$ cat src/rtl/gpioemu_mulpop.sv
// gpioemu_mulpop: bus-mapped shift-add multiplier with popcount of the product.
// Operands A1/A2 are written over a simple strobe bus; a control write starts an
// operation that runs IDLE -> MULT (DATA_W cycles) -> COUNT -> DONE and loads the
// W/WH/L result registers. A GPIO side port shows the operation counter and a
// latched copy of gpio_in.
module gpioemu_mulpop #(
  parameter int          DATA_W  = 24,
  parameter logic [15:0] ADDR_A1 = 16'h037F,
  parameter logic [15:0] ADDR_A2 = 16'h0388,
  parameter logic [15:0] ADDR_W  = 16'h0390,
  parameter logic [15:0] ADDR_WH = 16'h0394,
  parameter logic [15:0] ADDR_L  = 16'h0398,
  parameter logic [15:0] ADDR_B  = 16'h03A0
) (
  input  logic        clk,
  input  logic        n_reset,
  input  logic [15:0] saddress,
  input  logic        srd,
  input  logic        swr,
  input  logic [31:0] sdata_in,
  output logic [31:0] sdata_out,
  input  logic [31:0] gpio_in,
  input  logic        gpio_latch,
  output logic [31:0] gpio_out,
  output logic [31:0] gpio_in_s_insp,
  output logic        irq
);

  localparam int          PW       = 2 * DATA_W;
  localparam logic [5:0]  CNT_LAST = 6'(DATA_W - 1);

  typedef enum logic [1:0] {
    S_IDLE  = 2'd0,
    S_MULT  = 2'd1,
    S_COUNT = 2'd2,
    S_DONE  = 2'd3
  } state_t;

  // Number of set bits in a 64-bit word (product is zero-extended to 64 bits).
  function automatic logic [6:0] popcount64(input logic [63:0] v);
    logic [6:0] n;
    n = 7'd0;
    for (int i = 0; i < 64; i++) begin
      n = n + {6'd0, v[i]};
    end
    return n;
  endfunction

  // Architectural registers
  state_t            state_q,     state_d;
  logic [DATA_W-1:0] a1_q,        a1_d;
  logic [DATA_W-1:0] a2_q,        a2_d;
  logic [31:0]       w_q,         w_d;
  logic [31:0]       wh_q,        wh_d;
  logic [31:0]       l_q,         l_d;
  logic [15:0]       op_count_q,  op_count_d;
  logic [31:0]       gpio_in_s_q, gpio_in_s_d;
  logic [31:0]       sdata_out_q, sdata_out_d;
  logic              done_q,      done_d;
  logic              ien_q,       ien_d;
  logic              ready_q,     ready_d;
  logic              valid_q,     valid_d;

  // Working registers of the running operation
  logic [PW-1:0]     mcand_q,     mcand_d;
  logic [DATA_W-1:0] mplier_q,    mplier_d;
  logic [PW-1:0]     acc_q,       acc_d;
  logic [5:0]        cnt_q,       cnt_d;
  logic [6:0]        pop_q,       pop_d;

  logic        wr_a1_s, wr_a2_s, wr_b_s, start_s;
  logic [63:0] prod_s;
  logic [31:0] rdata_s;
  logic        unused_s;

  assign wr_a1_s  = swr && (saddress == ADDR_A1);
  assign wr_a2_s  = swr && (saddress == ADDR_A2);
  assign wr_b_s   = swr && (saddress == ADDR_B);
  // A start is only honoured from an idle, ready engine; anything else is dropped.
  assign start_s  = wr_b_s && sdata_in[0] && ready_q && (state_q == S_IDLE);
  assign prod_s   = 64'(acc_q);
  // Operand bits above DATA_W and unused control bits are intentionally ignored.
  assign unused_s = ^sdata_in;

  assign gpio_out       = {16'h0000, op_count_q};
  assign gpio_in_s_insp = gpio_in_s_q;
  assign sdata_out      = sdata_out_q;
  assign irq            = done_q & ien_q;

  // Read mux: values are the pre-edge register contents, unmapped addresses read 0.
  always_comb begin
    rdata_s = 32'h0000_0000;
    case (saddress)
      ADDR_A1: rdata_s = 32'(a1_q);
      ADDR_A2: rdata_s = 32'(a2_q);
      ADDR_W:  rdata_s = w_q;
      ADDR_WH: rdata_s = wh_q;
      ADDR_L:  rdata_s = l_q;
      ADDR_B:  rdata_s = {28'h0000000, ien_q, done_q, ready_q, valid_q};
      default: rdata_s = 32'h0000_0000;
    endcase
  end

  // Next-state logic: bus writes, read capture, GPIO latch and the operation FSM.
  always_comb begin
    state_d     = state_q;
    a1_d        = a1_q;
    a2_d        = a2_q;
    w_d         = w_q;
    wh_d        = wh_q;
    l_d         = l_q;
    op_count_d  = op_count_q;
    gpio_in_s_d = gpio_in_s_q;
    sdata_out_d = sdata_out_q;
    done_d      = done_q;
    ien_d       = ien_q;
    ready_d     = ready_q;
    valid_d     = valid_q;
    mcand_d     = mcand_q;
    mplier_d    = mplier_q;
    acc_d       = acc_q;
    cnt_d       = cnt_q;
    pop_d       = pop_q;

    // Operand writes land in the bus-visible registers only, never in the working copies.
    if (wr_a1_s) begin
      a1_d = sdata_in[DATA_W-1:0];
    end else begin
      a1_d = a1_q;
    end
    if (wr_a2_s) begin
      a2_d = sdata_in[DATA_W-1:0];
    end else begin
      a2_d = a2_q;
    end

    if (wr_b_s) begin
      ien_d = sdata_in[3];
      if (sdata_in[2]) begin
        done_d = 1'b0;
      end else begin
        done_d = done_q;
      end
    end else begin
      ien_d = ien_q;
    end

    if (srd) begin
      sdata_out_d = rdata_s;
    end else begin
      sdata_out_d = sdata_out_q;
    end

    if (gpio_latch) begin
      gpio_in_s_d = gpio_in;
    end else begin
      gpio_in_s_d = gpio_in_s_q;
    end

    // FSM assignments come last so they take priority over a done W1C on the same edge.
    case (state_q)
      S_IDLE: begin
        if (start_s) begin
          mcand_d  = PW'(a1_q);
          mplier_d = a2_q;
          acc_d    = '0;
          cnt_d    = 6'd0;
          ready_d  = 1'b0;
          done_d   = 1'b0;
          state_d  = S_MULT;
        end else begin
          state_d  = S_IDLE;
        end
      end
      S_MULT: begin
        if (mplier_q[0]) begin
          acc_d = acc_q + mcand_q;
        end else begin
          acc_d = acc_q;
        end
        mcand_d  = mcand_q << 1;
        mplier_d = mplier_q >> 1;
        cnt_d    = cnt_q + 6'd1;
        if (cnt_q == CNT_LAST) begin
          state_d = S_COUNT;
        end else begin
          state_d = S_MULT;
        end
      end
      S_COUNT: begin
        pop_d   = popcount64(prod_s);
        state_d = S_DONE;
      end
      S_DONE: begin
        w_d        = prod_s[31:0];
        wh_d       = prod_s[63:32];
        l_d        = {25'd0, pop_q};
        valid_d    = (prod_s[63:32] == 32'h0000_0000);
        done_d     = 1'b1;
        ready_d    = 1'b1;
        op_count_d = op_count_q + 16'd1;
        state_d    = S_IDLE;
      end
      default: begin
        state_d = S_IDLE;
      end
    endcase
  end

  // State registers; reset aborts any running operation and restores idle status.
  always_ff @(posedge clk or negedge n_reset) begin
    if (!n_reset) begin
      state_q     <= S_IDLE;
      a1_q        <= '0;
      a2_q        <= '0;
      w_q         <= 32'h0000_0000;
      wh_q        <= 32'h0000_0000;
      l_q         <= 32'h0000_0000;
      op_count_q  <= 16'h0000;
      gpio_in_s_q <= 32'h0000_0000;
      sdata_out_q <= 32'h0000_0000;
      done_q      <= 1'b0;
      ien_q       <= 1'b0;
      ready_q     <= 1'b1;
      valid_q     <= 1'b1;
      mcand_q     <= '0;
      mplier_q    <= '0;
      acc_q       <= '0;
      cnt_q       <= 6'd0;
      pop_q       <= 7'd0;
    end else begin
      state_q     <= state_d;
      a1_q        <= a1_d;
      a2_q        <= a2_d;
      w_q         <= w_d;
      wh_q        <= wh_d;
      l_q         <= l_d;
      op_count_q  <= op_count_d;
      gpio_in_s_q <= gpio_in_s_d;
      sdata_out_q <= sdata_out_d;
      done_q      <= done_d;
      ien_q       <= ien_d;
      ready_q     <= ready_d;
      valid_q     <= valid_d;
      mcand_q     <= mcand_d;
      mplier_q    <= mplier_d;
      acc_q       <= acc_d;
      cnt_q       <= cnt_d;
      pop_q       <= pop_d;
    end
  end

endmodule
$ cat config.mk
export PLATFORM = sky130hd
export DESIGN_NAME = gpioemu_mulpop
export DESIGN_NICKNAME = d
export VERILOG_FILES = /design/src/rtl/gpioemu_mulpop.sv
export SDC_FILE = /design/constraint.sdc
export NUM_CORES = 1
export LEC_CHECK = 0
export BUFFER_PORTS_ARGS = -buffer_cell sky130_fd_sc_hd__buf_4
export CORE_MARGIN = 2
export CORE_UTILIZATION = 57
export DETAILED_ROUTE_END_ITERATION = 10
export GPL_ROUTABILITY_DRIVEN = 0
export PLACE_DENSITY = 0.81
export SLEW_MARGIN = 20
export SYNTH_ARGS = -nofsm -noshare
export SYNTH_HDL_FRONTEND = slang
export SYNTH_SLANG_ARGS = --single-unit
$ cat constraint.sdc
create_clock -name clk -period 9.15 [get_ports clk]
set_input_delay 2.745 -clock clk [delete_from_list [all_inputs] [get_ports clk]]
set_output_delay 2.745 -clock clk [all_outputs]
set_load 0.02 [all_outputs]
# Word-level counts from Yosys, hierarchy flattened
# Index checks and enable logic that the tools add are counted.
totals:
  reg_bits: 322
  in_bits: 85
  out_inout_bits: 97
  word_cells: 113
classes:
  add_sub_neg: 50
  eq_ne: 12
  mux: 19
  n_bitwise: 1
  n_reduce_logical: 13
ops:
  columns: ["cell", "count"]
  rows:
  - ["7-bit by 1-bit adder with 7-bit output", 41]
  - ["32-bit case mux with 6 select lines", 1]
  - ["48-bit case mux with 2 select lines", 2]
  - ["48-bit two-way mux", 3]
  - ["16-bit by 10-bit == test with 1-bit output (second input constant)", 6]
  - ["48-bit adder", 1]
  - ["24-bit case mux with 2 select lines", 1]
  - ["32-bit zero test", 1]
  - ["24-bit two-way mux", 1]
  - ["16-bit by 1-bit adder with 16-bit output (second input constant)", 1]
  - ["6-bit case mux with 2 select lines", 1]
  - ["2-bit case mux with 4 select lines", 1]
  - ["6-bit by 1-bit adder with 7-bit output", 1]
  - ["5-bit by 1-bit adder with 6-bit output", 1]
  - ["6-bit by 1-bit adder with 6-bit output (second input constant)", 1]
  - ["6-bit by 5-bit == test with 1-bit output (second input constant)", 1]
  - ["1-bit logical AND", 6]
  - ["6-bit two-way mux", 1]
  - ["4-bit by 1-bit adder with 5-bit output", 1]
  - ["1-bit two-way mux", 5]
  - ["3-bit by 1-bit adder with 4-bit output", 1]
  - ["2-bit == test (second input constant)", 2]
  - ["2-bit inequality test (second input constant)", 2]
  - ["1-bit case mux with 2 select lines", 2]
  - ["9 further kinds", 11]

# Logic depth before layout (Yosys ltp)
logic_depth:
  ltp_word: 47
  depth_mapped: 19
  mapped_depth_nobuf: 19

# Least setup slack after synthesis
# No wires, ideal clock.
synth_path:
  path_type: "reg-to-reg"
  startpoint: "register acc_q[17]"
  endpoint: "register pop_q[4]"
  setup_time_ns: 0.125
  arrival_ns: 5.168
  required_time_ns: 9.025
  setup_slack_ns: 3.857
  path_stages_with_launch: 18
  n_path_buf: 0
  period_less_slack_ns: 5.293
  cell_sequence: "dfrtp_1 -> fa_1 -> inv_1 -> fa_1 -> inv_1 -> fa_1 -> inv_1 -> fa_1 -> fa_1 -> fa_1 -> fa_1 -> inv_1 -> ha_1 -> fa_1 -> a21o_1 -> a21oi_1 -> xnor2_1 -> mux2_2"
synth_via:
  elab_chain_cells: 31
synth_lines:
  columns: ["element", "line_no", "rtl"]
  rows:
  - ["start: declaration", "67", "logic [PW-1:0] acc_q, acc_d;"]
  - ["start signal: assignment", "228", "acc_q <= '0;"]
  - ["start signal: assignment", "247", "acc_q <= acc_d;"]
  - ["7-bit by 1-bit adder with 7-bit output (31 in series)", "44", "n = n + {6'd0, v[i]};"]
  - ["end signal: assignment", "249", "pop_q <= pop_d;"]
  - ["end: declaration", "69", "logic [6:0] pop_q, pop_d;"]
# No other way between the ends.
# A chain may end at the register's enable or synchronous reset.

# Final worst setup path
# Ends and elaborated chain as after synthesis.

==> impl_results.rst <==
.. list-table::
   :header-rows: 1

   * - Metric
     - Value
   * - Number of rows in the core area
     - 63
   * - Maximum root-to-sink buffer count
     - 3
   * - Via count of the first global-routing pass
     - 12600
   * - Clock Sinks
     - 320
   * - Number of DRC violations after detailed routing
     - 0
   * - Count of synthesis-stage warnings from yosys
     - 0
   * - Arrival time reported for the critical path endpoint
     - 5980 ps
   * - Post-place instance area
     - 0.0184 mm^2
   * - Antenna-violating nets left
     - 0
   * - Number of hold buffers added after CTS
     - 0
   * - Aggregate global-route resource usage
     - 27.1%
   * - Total power divided by cell area
     - 153 mW/mm^2
   * - Least-Margin Pin Slew
     - 969 ps
   * - Starting density of the core
     - 57.5%
   * - Critical setup path kind
     - reg -> reg
   * - Path class of the lowest-slack min-delay path
     - reg -> reg
   * - Clock buffer count from CTS
     - 36
   * - Half-perimeter wire length after placement
     - 29100 um
   * - Clock slew at reported path FFs
     - 60 ps
   * - Summed negative setup slack over all endpoints
     - 0 ps
   * - Final core occ
     - 66.5%
   * - Number of max-slew violations in the final report
     - 0
   * - Post-route cell area
     - 0.0196 mm^2
   * - Max_slew headroom
     - 35.2%
   * - Final worst path period share
     - 61.0%
   * - Number of DRC violations after detailed-routing iteration 0
     - 1235
   * - Area of the multi-input gates
     - 0.00815 mm^2
   * - Post-placement setup slack
     - 2920 ps
   * - Mapped cell area
     - 0.0170 mm^2
   * - Port Buf Inserts
     - 157
   * - Commonest non-fill, non-tap cell in the layout
     - sky130_fd_sc_hd__dfrtp_1
   * - Final Worst Setup Slack
     - 3570 ps
   * - Antenna violations before repair
     - 0
   * - Area added between synthesis and finish
     - 15.6%
   * - Placeable Area
     - 0.0295 mm^2
   * - Synth top area cells
     - sky130_fd_sc_hd__dfrtp_1 (47%), sky130_fd_sc_hd__mux2_2 (9.2%), sky130_fd_sc_hd__fa_1 (4.7%)
   * - Avg Synthesized Cell Area
     - 10.8 um^2
   * - Detail-routed via count per cell
     - 6.01
   * - IR drop worst, VDD
     - 0.000119 V
   * - Die Span X
     - 176 um
   * - Flop and latch count out of synthesis
     - 320
   * - Routed vias
     - 12700
   * - Switch share
     - 22.1%
   * - Number of inserted diodes
     - 0
   * - Setup Viol. Count Final
     - 0
   * - Time the final worst path needs with I/O delays and setup
     - 5580 ps
   * - Layout Skew
     - 20.7 ps
   * - Cell chosen for the clock root
     - sky130_fd_sc_hd__clkbuf_16
   * - Critical path launch point type
     - flip-flop
   * - Clock tree from TritonCTS
     - done
   * - Leading cell types in the layout, fill and taps excluded
     - sky130_fd_sc_hd__dfrtp_1 (318), sky130_fd_sc_hd__buf_4 (169), sky130_fd_sc_hd__nand2_1 (154)
   * - Die Footprint
     - 0.0311 mm^2
   * - Combinational Power Share
     - 4.5%
   * - Critical path fanouts, max
     - 4
   * - Cell accounting for the most synthesized area
     - sky130_fd_sc_hd__dfrtp_1
   * - Fraction of final layout cells with drive strength greater than 1
     - 22.3%
   * - Final-stage net count
     - 1893
   * - Average routed wire per standard cell
     - 19.7 um
   * - Fraction of post-synthesis cell area in the top cell type by area
     - 46.9%
   * - Sequential share of the synthesized area
     - 47.2%
   * - Drt total wl
     - 41700 um
   * - Data required time at the worst endpoint
     - 9550 ps
   * - First-pass GRT wire length
     - 66900 um
   * - Initial DRT Pass Iterations
     - 10
   * - Maximum level of the CTS H-tree
     - 2
   * - Total setup buffers inserted after CTS
     - 0
   * - Seq pwr share
     - 47.8%
   * - Endpoint kind of the worst setup timing path
     - flip-flop
   * - Number of enable-type register cells in the synthesized netlist
     - 0
   * - Switching power
     - 0.000663 W
   * - Leakage power
     - 9.91 nW
   * - RSZ-0062 raised after global routing
     - no
   * - Cell internal pwr
     - 0.00234 W
   * - Chip height
     - 176 um
   * - Fmax achieved
     - 179 MHz
   * - Number of maximum-capacitance constraint violations
     - 0
   * - Async set-reset flop share out of synthesis
     - 100%
   * - Cts repair resizes
     - 0
   * - Pin count of the biggest net entering global routing
     - 179
   * - Count of pins on the block boundary
     - 182
   * - Layout fillers
     - 2165
   * - Netlist cell types
     - 65
   * - Dominant register cell in the synthesized netlist
     - sky130_fd_sc_hd__dfrtp_1
   * - Syn Inst Count
     - 1573
   * - Skew-Pair Late Insertion Delay
     - 520 ps
   * - GR Overflow Total
     - 0
   * - Register area
     - 0.00801 mm^2
   * - Outcome
     - finished, final reports clean
   * - Final Hold Fails
     - 0
   * - Clock power frac
     - 47.6%
==> worst paths after layout <==
kind                            slack [ps]  cells past startpoint             end         start
worst max-delay path                  3570                     17        pop_q[4]     acc_q[17]
worst min-delay path                   480                      2    mplier_q[16]  mplier_q[16]
worst max register to register        3570                     17        pop_q[4]     acc_q[17]
worst min register to register         480                      2    mplier_q[16]  mplier_q[16]
max in group asynchronous             5630                      2    mplier_q[16]       n_reset
min in group asynchronous             2180                      1  op_count_q[12]       n_reset
==> power by group through the flow <==
stage / clock, W / sequential [W] / combinational [W]
global placement: 0 / 0.00146 / 0.000135
global route: 0.00152 / 0.00144 / 0.000148
CTS: 0.00145 / 0.00144 / 0.000139
floorplan: 0 / 0.00148 / 0.0000348
detailed placement: 0 / 0.00146 / 0.000138
finish: 0.00143 / 0.00144 / 0.000136
==> cell families after synthesis <==
group | Yosys count | share of synthesized area, %
AO/OA/AOI/OAI | 370 | 14.1
XOR/XNOR | 66 | 3.41
adder cells (fa/ha/maj) | 104 | 9.44
buffers and inverters | 215 | 5.22
flip-flops | 320 | 47.2
multiplexers | 185 | 11.9
other | 1 | 0.0221
AND/OR/NAND/NOR | 312 | 8.63
==> metrics by stage <==
| step | total power [W] | cells | hold slack (ps) |
|---|---|---|---|
| floorplan | 0.00152 | 1588 | 450 |
| global placement | 0.00160 | 2056 | 463 |
| detailed placement | 0.00160 | 2056 | 471 |
| CTS | 0.00303 | 2120 | 484 |
| global route | 0.00310 | 2120 | 501 |
| finish | 0.00301 | 2120 | 479 |
==> per-layer routing <==
layer / share of wire [%] / routed length, um / track usage [%]
met5: 0 / 0 / 0
met2: 47 / 19500 / 43.5
met4: 4.6 / 1910 / 12.2
met1: 41 / 17000 / 36.3
met3: 8.1 / 3390 / 4.39
==> state kept, by name, summed over array words and instances (netlist names), 16 cells and up, named ones only <==
| name | flops |
|---|---|
| a1_q | 24 |
| a2_q | 24 |
| acc_q | 48 |
| gpio_in_s_insp | 32 |
| mcand_q | 48 |
| mplier_q | 24 |
| op_count_q | 16 |
| sdata_out | 32 |
| w_q | 32 |
| wh_q | 16 |
==> area by class of cell <==
cell class	count	share of cell area (%)
flip-flops and latches	320	40.9
multi-input cells	1053	41.6
repair buffers	172	6.71
inverters	121	2.32
clock buffers	53	5.38
clock inverters	11	0.632
well taps	390	2.49
==> synth_stat cells (all sizes together), types with 23 or more instances <==
library cell  number
xor2              25
nor2              42
nand3             25
dfrtp            318
o21ai            141
clkbuf            59
inv              121
xnor2             41
a22o              33
ha                64
buf               35
mux2i             46
a21oi             64
a21o              23
nand2            156
fa                40
mux2             139
==> worst max-delay path: stages, from the launching register on <==
cell and delay, ps:
sky130_fd_sc_hd__dfrtp_1 440, sky130_fd_sc_hd__fa_1 590, sky130_fd_sc_hd__inv_1 80, sky130_fd_sc_hd__fa_1 490
sky130_fd_sc_hd__inv_1 50, sky130_fd_sc_hd__fa_1 470, sky130_fd_sc_hd__inv_1 60, sky130_fd_sc_hd__fa_1 460
sky130_fd_sc_hd__fa_1 550, sky130_fd_sc_hd__fa_1 450, sky130_fd_sc_hd__fa_1 490, sky130_fd_sc_hd__inv_1 40
sky130_fd_sc_hd__ha_1 200, sky130_fd_sc_hd__fa_1 410, sky130_fd_sc_hd__a21o_1 180, sky130_fd_sc_hd__a21oi_1 160
sky130_fd_sc_hd__xnor2_1 80, sky130_fd_sc_hd__mux2_2 260
No activity file was read; power rests on OpenSTA's default activity.
